$ cat config.mk
export PLATFORM = sky130hd
export DESIGN_NAME = a2f_stream_arbiter
export DESIGN_NICKNAME = d
export VERILOG_FILES = /design/src/rtl/a2f_stream_arbiter.sv
export SDC_FILE = /design/constraint.sdc
export NUM_CORES = 1
export LEC_CHECK = 0
export CORE_MARGIN = 1.5
export CORE_UTILIZATION = 48
export DETAILED_ROUTE_END_ITERATION = 8
export HOLD_SLACK_MARGIN = 0.12
export PLACE_DENSITY = 0.86
export SLEW_MARGIN = 20
export SYNTH_ARGS = -nofsm -noshare
export SYNTH_HDL_FRONTEND = slang
export SYNTH_SLANG_ARGS = --single-unit
$ cat constraint.sdc
create_clock -name clk -period 3.3 [get_ports clk]
set_input_delay 0.66 -clock clk [delete_from_list [all_inputs] [get_ports clk]]
set_output_delay 0.66 -clock clk [all_outputs]
set_load 0.03 [all_outputs]
$ cat src/rtl/a2f_stream_arbiter.sv
// a2f_stream_arbiter
//
// Packet scheduler that sits in front of the A2F FIFO on the FT600 write path.
// It merges two show-ahead source FIFOs into one framed word stream.
// Channel 0 carries IQ bursts of BURST_LEN words. Channel 1 carries
// control/status payloads of up to CTRL_MAX words.
// Each packet is one header word followed by its payload. The header is
// {8'hA5, seq[7:0], ch, len[14:0]}. A packet is only started when the sink
// has room for the whole packet, so a packet never stalls part-way through.
//
// Ports
//   clk, reset_n     clock, asynchronous active-low reset
//   enable           allows new packets to start; a packet in flight always completes
//   src0_data/level  channel-0 head word and word count
//   src0_rd          channel-0 pop (combinational)
//   src1_data/level  channel-1 head word and word count
//   src1_rd          channel-1 pop (combinational)
//   out_space        free words in the A2F FIFO
//   out_data/out_wr  registered word and write strobe into the A2F FIFO
//   busy             high while a packet is being emitted (header and payload)
//   pkt_count        completed packets, wraps at 16 bits
//
// state | meaning
// ------+-----------------------------------------------------------------
// IDLE  | no packet in flight; eligibility evaluated, header emitted on grant
// PAY   | payload words of the granted channel streamed one per cycle

module a2f_stream_arbiter #(
    parameter int DATA_W    = 32,
    parameter int LEVEL_W   = 12,
    parameter int BURST_LEN = 256,
    parameter int CTRL_MAX  = 16
) (
    input  logic               clk,
    input  logic               reset_n,
    input  logic               enable,
    input  logic [DATA_W-1:0]  src0_data,
    input  logic [LEVEL_W-1:0] src0_level,
    output logic               src0_rd,
    input  logic [DATA_W-1:0]  src1_data,
    input  logic [LEVEL_W-1:0] src1_level,
    output logic               src1_rd,
    input  logic [LEVEL_W-1:0] out_space,
    output logic [DATA_W-1:0]  out_data,
    output logic               out_wr,
    output logic               busy,
    output logic [15:0]        pkt_count
);

    typedef enum logic {
        IDLE = 1'b0,
        PAY  = 1'b1
    } state_t;

    localparam logic [31:0] BURST_W = 32'(BURST_LEN);
    localparam logic [31:0] CTRL_W  = 32'(CTRL_MAX);

    state_t      state;
    logic        grant_ch;
    logic        last_grant;
    logic [14:0] remaining;
    logic [7:0]  seq;

    // Level/space arithmetic is done at 32 bits so that len+1 cannot overflow
    // the LEVEL_W-wide inputs.
    logic [31:0] lvl0;
    logic [31:0] lvl1;
    logic [31:0] space;
    logic [31:0] ctrl_len;
    logic        elig0;
    logic        elig1;
    logic        can_start;
    logic        go;
    logic        pick;
    logic [14:0] hdr_len;

    assign lvl0     = 32'(src0_level);
    assign lvl1     = 32'(src1_level);
    assign space    = 32'(out_space);
    assign ctrl_len = (lvl1 > CTRL_W) ? CTRL_W : lvl1;

    assign elig0 = enable && (lvl0 >= BURST_W) && (space >= BURST_W + 32'd1);
    assign elig1 = enable && (lvl1 != 32'd0) && (space >= ctrl_len + 32'd1);

    // A grant is only allowed once out_wr has dropped. This forces one idle
    // cycle after every packet, which gives the neighbouring FIFOs a cycle to
    // update their level and space counters after the last pop and write.
    assign can_start = (state == IDLE) && !out_wr;
    assign go        = can_start && (elig0 || elig1);

    // If both channels are eligible, the channel that was not granted last
    // wins. If only one is eligible, that one wins.
    assign pick    = (elig0 && elig1) ? ~last_grant : elig1;
    assign hdr_len = pick ? ctrl_len[14:0] : BURST_W[14:0];

    // In PAY the head word is popped on the same edge that registers it onto
    // out_data.
    assign src0_rd = (state == PAY) && !grant_ch;
    assign src1_rd = (state == PAY) &&  grant_ch;

    // The header is registered on the IDLE->PAY edge. The header cycle
    // therefore already sees state == PAY.
    assign busy = (state == PAY);

    always_ff @(posedge clk or negedge reset_n) begin
        if (!reset_n) begin
            state      <= IDLE;
            out_data   <= '0;
            out_wr     <= 1'b0;
            grant_ch   <= 1'b0;
            last_grant <= 1'b1;
            remaining  <= '0;
            seq        <= '0;
            pkt_count  <= '0;
        end else begin
            case (state)
                IDLE: begin
                    if (go) begin
                        out_data   <= DATA_W'({8'hA5, seq, pick, hdr_len});
                        out_wr     <= 1'b1;
                        grant_ch   <= pick;
                        last_grant <= pick;
                        remaining  <= hdr_len;
                        state      <= PAY;
                    end else begin
                        out_wr <= 1'b0;
                    end
                end
                PAY: begin
                    out_data  <= grant_ch ? src1_data : src0_data;
                    out_wr    <= 1'b1;
                    remaining <= remaining - 15'd1;
                    if (remaining == 15'd1) begin
                        state     <= IDLE;
                        seq       <= seq + 8'd1;
                        pkt_count <= pkt_count + 16'd1;
                    end
                end
                default: begin
                    state  <= IDLE;
                    out_wr <= 1'b0;
                end
            endcase
        end
    end

endmodule
==> results of run 1 <==
-- final cells by class --
cell class | instances | share of cell area (%)
flip-flops and latches | 75 | 29.7
clock buffers | 11 | 2.08
well taps | 105 | 2.08
multi-input cells | 282 | 33.7
repair buffers | 185 | 29.4
inverters | 35 | 2.20
clock inverters | 5 | 0.851
-- report_power, final --
part / switching, µW / internal, µW / leakage (µW)
sequential: 273 / 1230 / 0.000944
combinational: 1150 / 945 / 0.00171
clock: 341 / 348 / 0.0000971
total: 1760 / 2520 / 0.00275
-- final timing paths --
kind	start	endpoint	slack [ns]	cells past startpoint
setup / recovery	src1_level[7]	remaining[2]	-0.26	17
hold / removal	reset_n	out_data[6]	0.44	1
setup reg to reg	remaining[11]	pkt_count[10]	0.77	8
hold reg to reg	seq[7]	seq[7]	0.48	1
max in group asynchronous	reset_n	remaining[8]	2.27	1
min in group clk	seq[7]	seq[7]	0.48	1
-- cell usage after synthesis (2+ instances only) --
library cell	n	area [µm²]
sky130_fd_sc_hd__nor2_1	27	101
sky130_fd_sc_hd__nor3_1	11	55.1
sky130_fd_sc_hd__a21oi_1	22	110
sky130_fd_sc_hd__clkbuf_1	6	22.5
sky130_fd_sc_hd__mux2i_1	12	120
sky130_fd_sc_hd__a31oi_1	4	25.0
sky130_fd_sc_hd__dfrtp_1	74	1850
sky130_fd_sc_hd__nand4_1	9	56.3
sky130_fd_sc_hd__xnor2_1	19	166
sky130_fd_sc_hd__a222oi_1	13	130
sky130_fd_sc_hd__nand2_1	36	135
sky130_fd_sc_hd__or4_4	5	56.3
sky130_fd_sc_hd__nand4b_1	2	17.5
sky130_fd_sc_hd__mux2_2	7	78.8
sky130_fd_sc_hd__inv_1	33	124
sky130_fd_sc_hd__a211oi_1	2	15.0
sky130_fd_sc_hd__and3_1	3	18.8
sky130_fd_sc_hd__ha_1	17	213
sky130_fd_sc_hd__and4_1	2	17.5
sky130_fd_sc_hd__o21ai_1	3	15.0
sky130_fd_sc_hd__buf_2	3	15.0
sky130_fd_sc_hd__clkbuf_8	3	41.3
sky130_fd_sc_hd__o21bai_1	3	22.5
sky130_fd_sc_hd__and2_1	2	12.5
sky130_fd_sc_hd__a221o_1	2	20.0
sky130_fd_sc_hd__nor3b_1	2	15.0
sky130_fd_sc_hd__o22ai_1	6	37.5
sky130_fd_sc_hd__xor2_1	11	96.3
sky130_fd_sc_hd__o211ai_1	3	22.5
sky130_fd_sc_hd__a21o_1	2	15.0
sky130_fd_sc_hd__nand3_1	12	60.1
sky130_fd_sc_hd__buf_4	3	22.5
sky130_fd_sc_hd__o21ai_0	15	75.1
sky130_fd_sc_hd__and3_2	2	15.0
-- sequential cells by signal (all words and copies together), names as in the netlist --
| name | count |
|---|---|
| busy | 1 |
| grant_ch | 1 |
| last_grant | 1 |
| out_data | 32 |
| out_wr | 1 |
| pkt_count | 16 |
| remaining | 15 |
| seq | 8 |
-- layer usage --
metal	GRT usage, %	share of wire, %	vias to the layer above
met5	0	0	-
met4	11.4	2.7	0
met3	4.78	6.6	35
met2	48.5	52	195
met1	31.3	38	1942
li1	-	-	1806
-- stage by stage --
step	setup slack [ns]	util (%)	setup TNS, ns	instance area (µm²)	power, µW
after floorplan	-0.303	-	-5.76	4120	2570
after global placement	-0.636	70.1	-25.67	5760	3310
after detailed placement	-0.794	70.1	-33.59	5760	3390
after CTS	-0.196	74.9	-5.43	6150	4170
after global routing	-0.409	76.9	-14.61	6320	4500
final	-0.262	76.9	-7.90	6320	4280
-- cell families (layout without fill, tap and decap cells) --
kind of cell / Yosys count / after routing / share of synthesized area (%)
AOI/OAI and AO/OA: 89 / 89 / 16.3
xor gates and xnor gates: 30 / 30 / 6.45
adders and majority gates: 17 / 17 / 5.22
buffers and inverters: 50 / 236 / 5.71
DFF: 75 / 75 / 46.1
muxes: 19 / 19 / 4.89
other: 1 / 7 / 0.0921
and+or+nand+nor: 120 / 120 / 15.2
-- what timing repair did --
action                                  4_1_cts  5_1_grt
cloned                                        2        1
endpoints found under the setup margin       49       49
resized for setup                            48       20
hold buffers                                  0        0
buffers inserted                              8       10
pin swaps                                    19       21
==> reports/qor.txt, run 1 <==
==============================================================================
Result of the run                                                 finished, violations left
Violations in the final reports                                   setup timing
Post-route DRC violation count                                               0
Count of non-filler cells in the finished layout                           698
PortBufs                                                                   146
DIE AREA                                                              9050 µm²
Floorplan core area                                                   8220 µm²
Series of cell instances along the critical path                  buf_6 > or4_4 > nor2_4 > and2_4 > ha_4 > a31oi_1 > ha_1 > buf_6 > a21oi_2 > a311o_1 > buf_4 > nand3_4 > a21boi_4 > buf_6 > buf_16 > nor2_4 > a221oi_2
Most common library cell in the layout ignoring fill and taps     sky130_fd_sc_hd__clkdlybuf4s50_1
Storage element area                                                  1880 µm²
Crit end category                                                    flip-flop
Clock tree from TritonCTS                                                built
Cell family with most CP delay                                    simple AND/OR/NAND/NOR gates
Register bit count reported by yosys                                        75
Standard cell with the maximum stage delay on the critical path   sky130_fd_sc_hd__or4_4
Share of the cycle needed by the critical path after routing              108%
Root buf cell                                                     sky130_fd_sc_hd__clkbuf_8
Std cell rows                                                               33
Number of levels the H-tree was split into                                   3
Final max-slew violation count                                               0
Final-layout fill cell count                                               500
Die Span Y                                                             95.1 µm
Least setup slack across all paths after layout                      -0.262 ns
Sequential area share after synthesis                                    46.1%
Pin count of the biggest net entering global routing                        76
Final clock skew                                                     0.0148 ns
First-iteration detailed-routing DRC count                                 326
Worst hold margin                                                     0.437 ns
First-pass GRT wire length                                             18.7 mm
Min Tclk post-route                                                    3.56 ns
Initial core utilization                                                 49.6%
Most used DFF post-synth                                          sky130_fd_sc_hd__dfrtp_1
Wire length after detailed routing                                     12.5 mm
Most used cells in the layout excluding fill and tap cells        sky130_fd_sc_hd__clkdlybuf4s50_1, sky130_fd_sc_hd__dfrtp_1, sky130_fd_sc_hd__nand2_1
Total Routing Usage GR                                                   27.0%
Number of ports placed on the die boundary                                 155
EDFF count, synth                                                            0
Netlist area before placement                                         4070 µm²
Residual antenna-violating net count after detailed routing                  0
Cell count after placement                                                 661
Reg clk slew, reported paths                                           0.08 ns
Clk Latency, worst-skew pair                                           0.35 ns
Final Hold Vio Count                                                         0
Fraction of layout cells with a size suffix above 1                      18.4%
Pleak                                                               0.00275 µW
Actual transition at the worst max-transition pin                     0.910 ns
CTS Buf Count                                                                9
Rel. slew slack                                                          39.3%
Maximum buffer depth of the clock tree                                       2
Clock net sink count                                                        75
Total vias in the final route                                             3978
Critical path launch point type                                   primary input
Via count of the first global-routing pass                                4003
Wire per inst                                                          17.9 µm
RSZ-0062 raised after global routing                                      true
Largest vdd supply drop                                               0.471 mV
Count of cell types in the netlist                                          59
Detailed Place HPWL                                                    7.99 mm
Vias per std cell                                                         5.70
Final setup vio count                                                       49
Maximum clock rate                                                     281 MHz
Delay of the slowest cell on the worst path                            0.54 ns
Post-synthesis async set-or-reset flop share                              100%
Max capacitance violation total                                              0
Most frequent CP cell                                             sky130_fd_sc_hd__buf_6
Critical path type                                                primary input to flip-flop
Count of nets after finishing                                              708
Antenna violations before repair                                             0
Ratio of total power to cell area                                   677 nW/µm²
Area of the multi-input gates                                         2130 µm²
Data required time of the worst path                                   3.57 ns
Syn Inst Count                                                             401
Count of synthesis-stage warnings from yosys                                 0
CP max FO                                                                    5
Area growth from synthesis to layout                                     55.2%
Combined buffer and inverter count along the critical path                   5
Worst min path class                                              primary input to asynchronous set/reset pin
Arrival time at the worst endpoint                                     3.83 ns
DR pass1 iterations                                                          5
Horiz. Die Dim                                                         95.1 µm
Mapped Avg Cell Area                                                  10.2 µm²
Routability cong.                                                        0.824
Number of diodes                                                             0
Total grt overflow                                                           0
==============================================================================
Note: power is estimated with default switching activity, not from simulation.
==> run 2: changes to the inputs <==
--- a/config.mk
+++ b/config.mk
@@ -5,12 +5,14 @@
 export SDC_FILE = /design/constraint.sdc
 export NUM_CORES = 1
 export LEC_CHECK = 0
+export CAP_MARGIN = 20
 export CORE_MARGIN = 1.5
 export CORE_UTILIZATION = 48
 export DETAILED_ROUTE_END_ITERATION = 8
 export HOLD_SLACK_MARGIN = 0.12
+export MAX_ROUTING_LAYER = met4
 export PLACE_DENSITY = 0.86
-export SLEW_MARGIN = 20
+export SLEW_MARGIN = 25
 export SYNTH_ARGS = -nofsm -noshare
 export SYNTH_HDL_FRONTEND = slang
 export SYNTH_SLANG_ARGS = --single-unit
==> run 2 against run 1 <==
Effect of this change:
- the run still ends with setup timing left
- hold slack got worse by 0.0021 ns
- non-clock buffer count is the same
- power barely moved
- cell count unchanged
- die area unchanged
- register-to-register slack is essentially flat
- flip-flop and latch count unchanged
- first-iteration DRC count shrank 16%
- sequential share of layout area unchanged
- critical endpoint unchanged
==> reports/qor.txt, run 2 (synthesis gave the netlist of run 1 again) <==
====================================================================================
Result of the run                                                       finished, violations left
Violations in the final reports                                         setup timing
Routability cong.                                                              0.837   +1.5%
Residual antenna-violating net count after detailed routing                        0   unchanged
Std cell rows                                                                     33   unchanged
Series of cell instances along the critical path                        buf_6 > or4_4 > nor2_4 > and2_4 > ha_4 > a31oi_1 > ha_1 > buf_6 > a21oi_2 > a311o_1 > buf_4 > nand3_4 > a21boi_4 > buf_6 > buf_16 > nor2_4 > a221oi_2
Detailed Place HPWL                                                          7.99 mm   unchanged
Final clock skew                                                           0.0120 ns   -0.00274 ns
Total Routing Usage GR                                                         27.7%   +0.78 points
Number of diodes                                                                   0   unchanged
Fraction of layout cells with a size suffix above 1                            18.4%   unchanged
Arrival time at the worst endpoint                                           3.84 ns   about the same
Least setup slack across all paths after layout                            -0.274 ns   -0.0128 ns
Clock net sink count                                                              75   unchanged
First-iteration detailed-routing DRC count                                       275   -16%
Final max-slew violation count                                                     0   unchanged
Register-to-register setup slack                                             0.76 ns   about the same
Critical path type                                                      primary input to flip-flop
Most used cells in the layout excluding fill and tap cells              sky130_fd_sc_hd__clkdlybuf4s50_1, sky130_fd_sc_hd__dfrtp_1, sky130_fd_sc_hd__nand2_1
Most common library cell in the layout ignoring fill and taps           sky130_fd_sc_hd__clkdlybuf4s50_1
Final design utilization                                                       76.9%   unchanged
Number of buffers inserted for hold repair after clock tree synthesis              0   unchanged
Horiz. Die Dim                                                               95.1 µm   unchanged
Pleak                                                                     0.00275 µW   unchanged
Die Span Y                                                                   95.1 µm   unchanged
Floorplan core area                                                         8220 µm²   unchanged
Largest register FFs                                                              32   unchanged
Min Tclk post-route                                                          3.57 ns   +0.0128 ns
Wire length after detailed routing                                           12.6 mm   +0.54%
Total grt overflow                                                                 0   unchanged
Reg clk slew, reported paths                                                 0.08 ns   about the same
Maximum clock rate                                                           280 MHz   -0.36%
Post-route DRC violation count                                                     0   unchanged
CTS Buf Count                                                                      9   unchanged
Post-route cell area                                                        6320 µm²   unchanged
Cell area after placement                                                   5760 µm²   unchanged
Largest vdd supply drop                                                     0.468 mV   -0.54%
DR pass1 iterations                                                                5   unchanged
Vias per std cell                                                               5.68   -0.33%
Wire per inst                                                                18.0 µm   +0.54%
CP max FO                                                                          5   unchanged
Worst hold margin                                                           0.434 ns   -0.00214 ns
Ratio of total power to cell area                                         677 nW/µm²   about the same
Number of levels the H-tree was split into                                         3   unchanged
PortBufs                                                                         146   unchanged
Maximum buffer depth of the clock tree                                             2   unchanged
Delay of the slowest cell on the worst path                                  0.54 ns   about the same
Reg-to-Reg End                                                          pkt_count[10]
Worst min path class                                                    primary input to asynchronous set/reset pin
Share of the cycle needed by the critical path after routing                    108%   +0.39 points
Root buf cell                                                           sky130_fd_sc_hd__clkbuf_8
Cell count of the worst reg-to-reg path                                            8   unchanged
Data required time of the worst path                                         3.56 ns   about the same
Top flop regs                                                           out_data: 32 flops, pkt_count: 16 flops, remaining: 15 flops
RSZ-0062 raised after global routing                                            true
Number of ports placed on the die boundary                                       155   unchanged
Tot Pwr                                                                      4280 µW   about the same
Cell family with most CP delay                                          simple AND/OR/NAND/NOR gates
Combined buffer and inverter count along the critical path                         5   unchanged
Rel. slew slack                                                                38.9%   -0.38 points
Worst flop-to-flop path startpoint                                      remaining[11]
Final setup vio count                                                             49   unchanged
Via count of the first global-routing pass                                      4010   +0.17%
Standard cell with the maximum stage delay on the critical path         sky130_fd_sc_hd__or4_4
Most frequent CP cell                                                   sky130_fd_sc_hd__buf_6
First-pass GRT wire length                                                   18.7 mm   about the same
Pin count of the biggest net entering global routing                              76   unchanged
Clk Latency, worst-skew pair                                                 0.35 ns   about the same
Actual transition at the worst max-transition pin                           0.916 ns   +0.00575 ns
Final Hold Vio Count                                                               0   unchanged
Initial core utilization                                                       49.6%   unchanged
Count of nets after finishing                                                    708   unchanged
Critical path launch point type                                         primary input
Antenna violations before repair                                                   0   unchanged
DIE AREA                                                                    9050 µm²   unchanged
Total vias in the final route                                                   3965   -0.33%
Crit end category                                                          flip-flop
Max capacitance violation total                                                    0   unchanged
Clock tree from TritonCTS                                                      built
Post-placement worst setup slack                                           -0.794 ns   unchanged
Most flop-heavy register                                                    out_data
Area growth from synthesis to layout                                           55.2%   unchanged
====================================================================================
[run 2: cell counts in the layout (fill, tap and decap cells not counted)]
Identical to the previous run, type by type.
[run 2: timing repair]
| item | in CTS | in global routing |
|---|---|---|
| gates cloned | 2 | 1 |
| setup endpoints to repair | 49 | 49 |
| gates resized for setup | 48 | 20 |
| pin swaps | 19 | 21 |
| buffers inserted | 8 | 10 |
[run 2: how the worst max path moves through the flow]
stage	start	to	slack [ns]	cells past startpoint
finish	src1_level[7]	remaining[2]	-0.27	17
CTS	src1_level[11]	remaining[2]	-0.20	14
floorplan	src1_level[6]	remaining[2]	-0.30	13
detailed placement	src1_level[6]	out_data[0]	-0.79	16
global placement	src1_level[6]	out_data[0]	-0.64	15
global route	src1_level[7]	out_data[5]	-0.41	17
[run 2: per-layer routing]
metal  vias to the layer above  global-route usage [%]  part of all wire (%)
li1                       1804                       -                     -
met1                      1936                    31.3                    39
met2                       197                    48.7                    52
met3                        28                    4.47                   6.5
met4                         0                    11.4                   2.4
met5                         -                       -                     0
[run 2: power by group]
group | total [µW] | switching [µW] | internal [µW]
clock | 683 | 335 | 347
combinational | 2100 | 1160 | 945
sequential | 1500 | 271 | 1230
[run 2: metrics by stage]
step,instances,TNS (ns)
4_1_cts,687,-5.43
5_1_grt,698,-14.58
3_5_place_dp,661,-33.59
2_1_floorplan,407,-5.76
3_3_place_gp,661,-25.67
6_report,698,-8.46
[run 2: layout make-up]
cell class,count,area [µm²]
multi-input combinational,282,2130
tap,105,131
fill,500,1890
clock buffer,11,131
inverter,35,139
timing repair buffer,185,1860
clock inverter,5,53.8
sequential,75,1880
==> run 3: changes to the inputs <==
--- a/config.mk
+++ b/config.mk
@@ -5,6 +5,7 @@
 export SDC_FILE = /design/constraint.sdc
 export NUM_CORES = 1
 export LEC_CHECK = 0
+export ABC_CLOCK_PERIOD_IN_PS = 3300
 export CAP_MARGIN = 20
 export CORE_MARGIN = 1.5
 export CORE_UTILIZATION = 48
@@ -12,6 +13,7 @@
 export HOLD_SLACK_MARGIN = 0.12
 export MAX_ROUTING_LAYER = met4
 export PLACE_DENSITY = 0.86
+export RECOVER_POWER = 50
 export SLEW_MARGIN = 25
 export SYNTH_ARGS = -nofsm -noshare
 export SYNTH_HDL_FRONTEND = slang
==> run 3 against run 2 <==
Effect of this change:
- the run ends with capacitance limit, slew limit, setup timing left
- clock power barely moved
- cell area barely moved
- global-route usage did not move
- clock skew barely moved
- count of clock-buffer cells in the layout did not move
- critical path depth did not move
- flip-flop and latch count did not move
- die area did not move
- sequential power barely moved
- setup slack improved by 0.0033 ns
==> reports/qor.txt, run 3 (synthesis gave the netlist of run 1 again) <==
====================================================================================
Top flop regs                                                           out_data: 32 flops, pkt_count: 16 flops, remaining: 15 flops
Total Routing Usage GR                                                         27.7%   unchanged
Final clock skew                                                           0.0119 ns   -0.000131 ns
Initial core utilization                                                       49.6%   unchanged
Origin of the worst min-delay path                                      pkt_count[15]
Maximum buffer depth of the clock tree                                             2   unchanged
Routability cong.                                                              0.837   unchanged
Wire length after detailed routing                                           12.5 mm   -0.20%
CTS Buf Count                                                                      9   unchanged
PortBufs                                                                         146   unchanged
Ratio of total power to cell area                                         677 nW/µm²   about the same
Fraction of layout cells with a size suffix above 1                            18.2%   -0.17 points
Pleak                                                                     0.00275 µW   -0.18%
Min Tclk post-route                                                          3.57 ns   -0.00327 ns
Count of nets after finishing                                                    708   unchanged
Vias per std cell                                                               5.69   +0.15%
Maximum clock rate                                                           280 MHz   about the same
Clock net sink count                                                              75   unchanged
Violations in the final reports                                         capacitance limit, slew limit, setup timing
DR pass1 iterations                                                                5   unchanged
Rel. slew slack                                                               -20.7%   -60 points
Most used cells in the layout excluding fill and tap cells              sky130_fd_sc_hd__clkdlybuf4s50_1, sky130_fd_sc_hd__dfrtp_1, sky130_fd_sc_hd__nand2_1
Critical path launch point type                                         primary input
Via count of the first global-routing pass                                      4010   unchanged
Largest register FFs                                                              32   unchanged
Clock tree from TritonCTS                                                      built
Max capacitance violation total                                                    1   +1
Most flop-heavy register                                                    out_data
Number of diodes                                                                   0   unchanged
Data required time of the worst path                                         3.56 ns   about the same
Total vias in the final route                                                   3971   +0.15%
Horiz. Die Dim                                                               95.1 µm   unchanged
Clk Latency, worst-skew pair                                                 0.35 ns   about the same
Number of levels the H-tree was split into                                         3   unchanged
Wire per inst                                                                18.0 µm   -0.20%
Cell count after placement                                                       661   unchanged
First-pass GRT wire length                                                   18.7 mm   unchanged
Pin count of the biggest net entering global routing                              76   unchanged
Worst flop-to-flop path startpoint                                      remaining[11]
Arrival time at the worst endpoint                                           3.83 ns   about the same
Antenna violations before repair                                                   0   unchanged
Final setup vio count                                                             49   unchanged
Residual antenna-violating net count after detailed routing                        0   unchanged
Worst min path class                                                    flip-flop to flip-flop
Area growth from synthesis to layout                                           55.1%   about the same
Largest vdd supply drop                                                     0.471 mV   +0.50%
Std cell rows                                                                     33   unchanged
Result of the run                                                       finished, violations left
Root buf cell                                                           sky130_fd_sc_hd__clkbuf_8
Actual transition at the worst max-transition pin                            1.81 ns   +0.895 ns
Reg clk slew, reported paths                                                 0.08 ns   about the same
Die Span Y                                                                   95.1 µm   unchanged
Number of ports placed on the die boundary                                       155   unchanged
Final sum of negative setup slack                                           -8.29 ns   +0.172 ns
Least setup slack across all paths after layout                            -0.271 ns   +0.00327 ns
Share of the cycle needed by the critical path after routing                    108%   about the same
Critical path type                                                      primary input to flip-flop
Final-layout fill cell count                                                     501   +0.20%
Post-route cell area                                                        6320 µm²   about the same
Most common library cell in the layout ignoring fill and taps           sky130_fd_sc_hd__clkdlybuf4s50_1
DIE AREA                                                                    9050 µm²   unchanged
Cell area after placement                                                   5760 µm²   unchanged
Final Hold Vio Count                                                               0   unchanged
First-iteration detailed-routing DRC count                                       313   +14%
Crit end category                                                          flip-flop
Final max-slew violation count                                                    76   +76
Total grt overflow                                                                 0   unchanged
Critical path startpoint                                                src1_level[7]
Detailed Place HPWL                                                          7.99 mm   unchanged
CP max FO                                                                          5   unchanged
Post-route DRC violation count                                                     0   unchanged
Worst hold margin                                                           0.487 ns   +0.0527 ns
RSZ-0062 raised after global routing                                            true
Floorplan core area                                                         8220 µm²   unchanged
Count of non-filler cells in the finished layout                                 698   unchanged
Number of buffers inserted for hold repair after clock tree synthesis              0   unchanged
====================================================================================
run 3: per-layer routing:
layer / up-vias / track usage (%) / wire length (µm)
met5: - / - / 0
met4: 0 / 11.4 / 293
met3: 30 / 4.47 / 834
met2: 222 / 48.7 / 6570
met1: 1914 / 31.3 / 4850
li1: 1805 / - / -
run 3: critical path: stages:
cell                       delay [ns]
sky130_fd_sc_hd__buf_6           0.09
sky130_fd_sc_hd__or4_4           0.54
sky130_fd_sc_hd__nor2_4          0.16
sky130_fd_sc_hd__and2_4          0.18
sky130_fd_sc_hd__ha_4            0.13
sky130_fd_sc_hd__a31oi_1         0.09
sky130_fd_sc_hd__ha_1            0.36
sky130_fd_sc_hd__buf_6           0.14
sky130_fd_sc_hd__a21oi_2         0.12
sky130_fd_sc_hd__a311o_1         0.24
sky130_fd_sc_hd__buf_4           0.14
sky130_fd_sc_hd__nand3_4         0.09
sky130_fd_sc_hd__a21boi_4        0.28
sky130_fd_sc_hd__buf_6           0.17
sky130_fd_sc_hd__buf_16          0.12
sky130_fd_sc_hd__nor2_4          0.05
sky130_fd_sc_hd__a221oi_2        0.27
run 3: per-stage QoR:
| stage | total power (µW) | utilization (%) | worst slack [ns] |
|---|---|---|---|
| floorplan | 2570 | - | -0.303 |
| global placement | 3310 | 70.1 | -0.636 |
| detailed placement | 3390 | 70.1 | -0.794 |
| CTS | 4170 | 74.9 | -0.196 |
| global route | 4490 | 76.9 | -0.409 |
| finish | 4280 | 76.9 | -0.271 |
run 3: timing repair:
item,CTS,global route
setup endpoints to repair,49,49
pin swaps,19,21
gates resized for setup,48,20
setup buffers,8,10
cloned,2,1
run 3: layout make-up:
cell class | count | area, µm² | share of cell area [%]
Multi-Input combinational cell | 282 | 2130 | 33.7
Clock inverter | 5 | 53.8 | 0.852
Timing Repair Buffer | 185 | 1850 | 29.3
Inverter | 35 | 139 | 2.20
Tap cell | 105 | 131 | 2.08
Clock buffer | 11 | 131 | 2.08
Sequential cell | 75 | 1880 | 29.7
run 3: path summary, 6_finish.rpt:
check	to	slack (ns)	depth (start not counted)
worst max-delay path	remaining[2]	-0.27	17
worst min register to register	pkt_count[15]	0.49	1
worst max register to register	pkt_count[10]	0.38	8
min in group asynchronous	out_data[6]	0.79	1
max in group asynchronous	remaining[8]	1.42	1
worst min-delay path	pkt_count[15]	0.49	1
run 3: report_power, final:
part	switching (µW)	leakage (µW)	internal, µW	total (µW)
clock	337	0.0000971	347	684
sequential	271	0.000944	1230	1500
combinational	1150	0.00171	944	2100
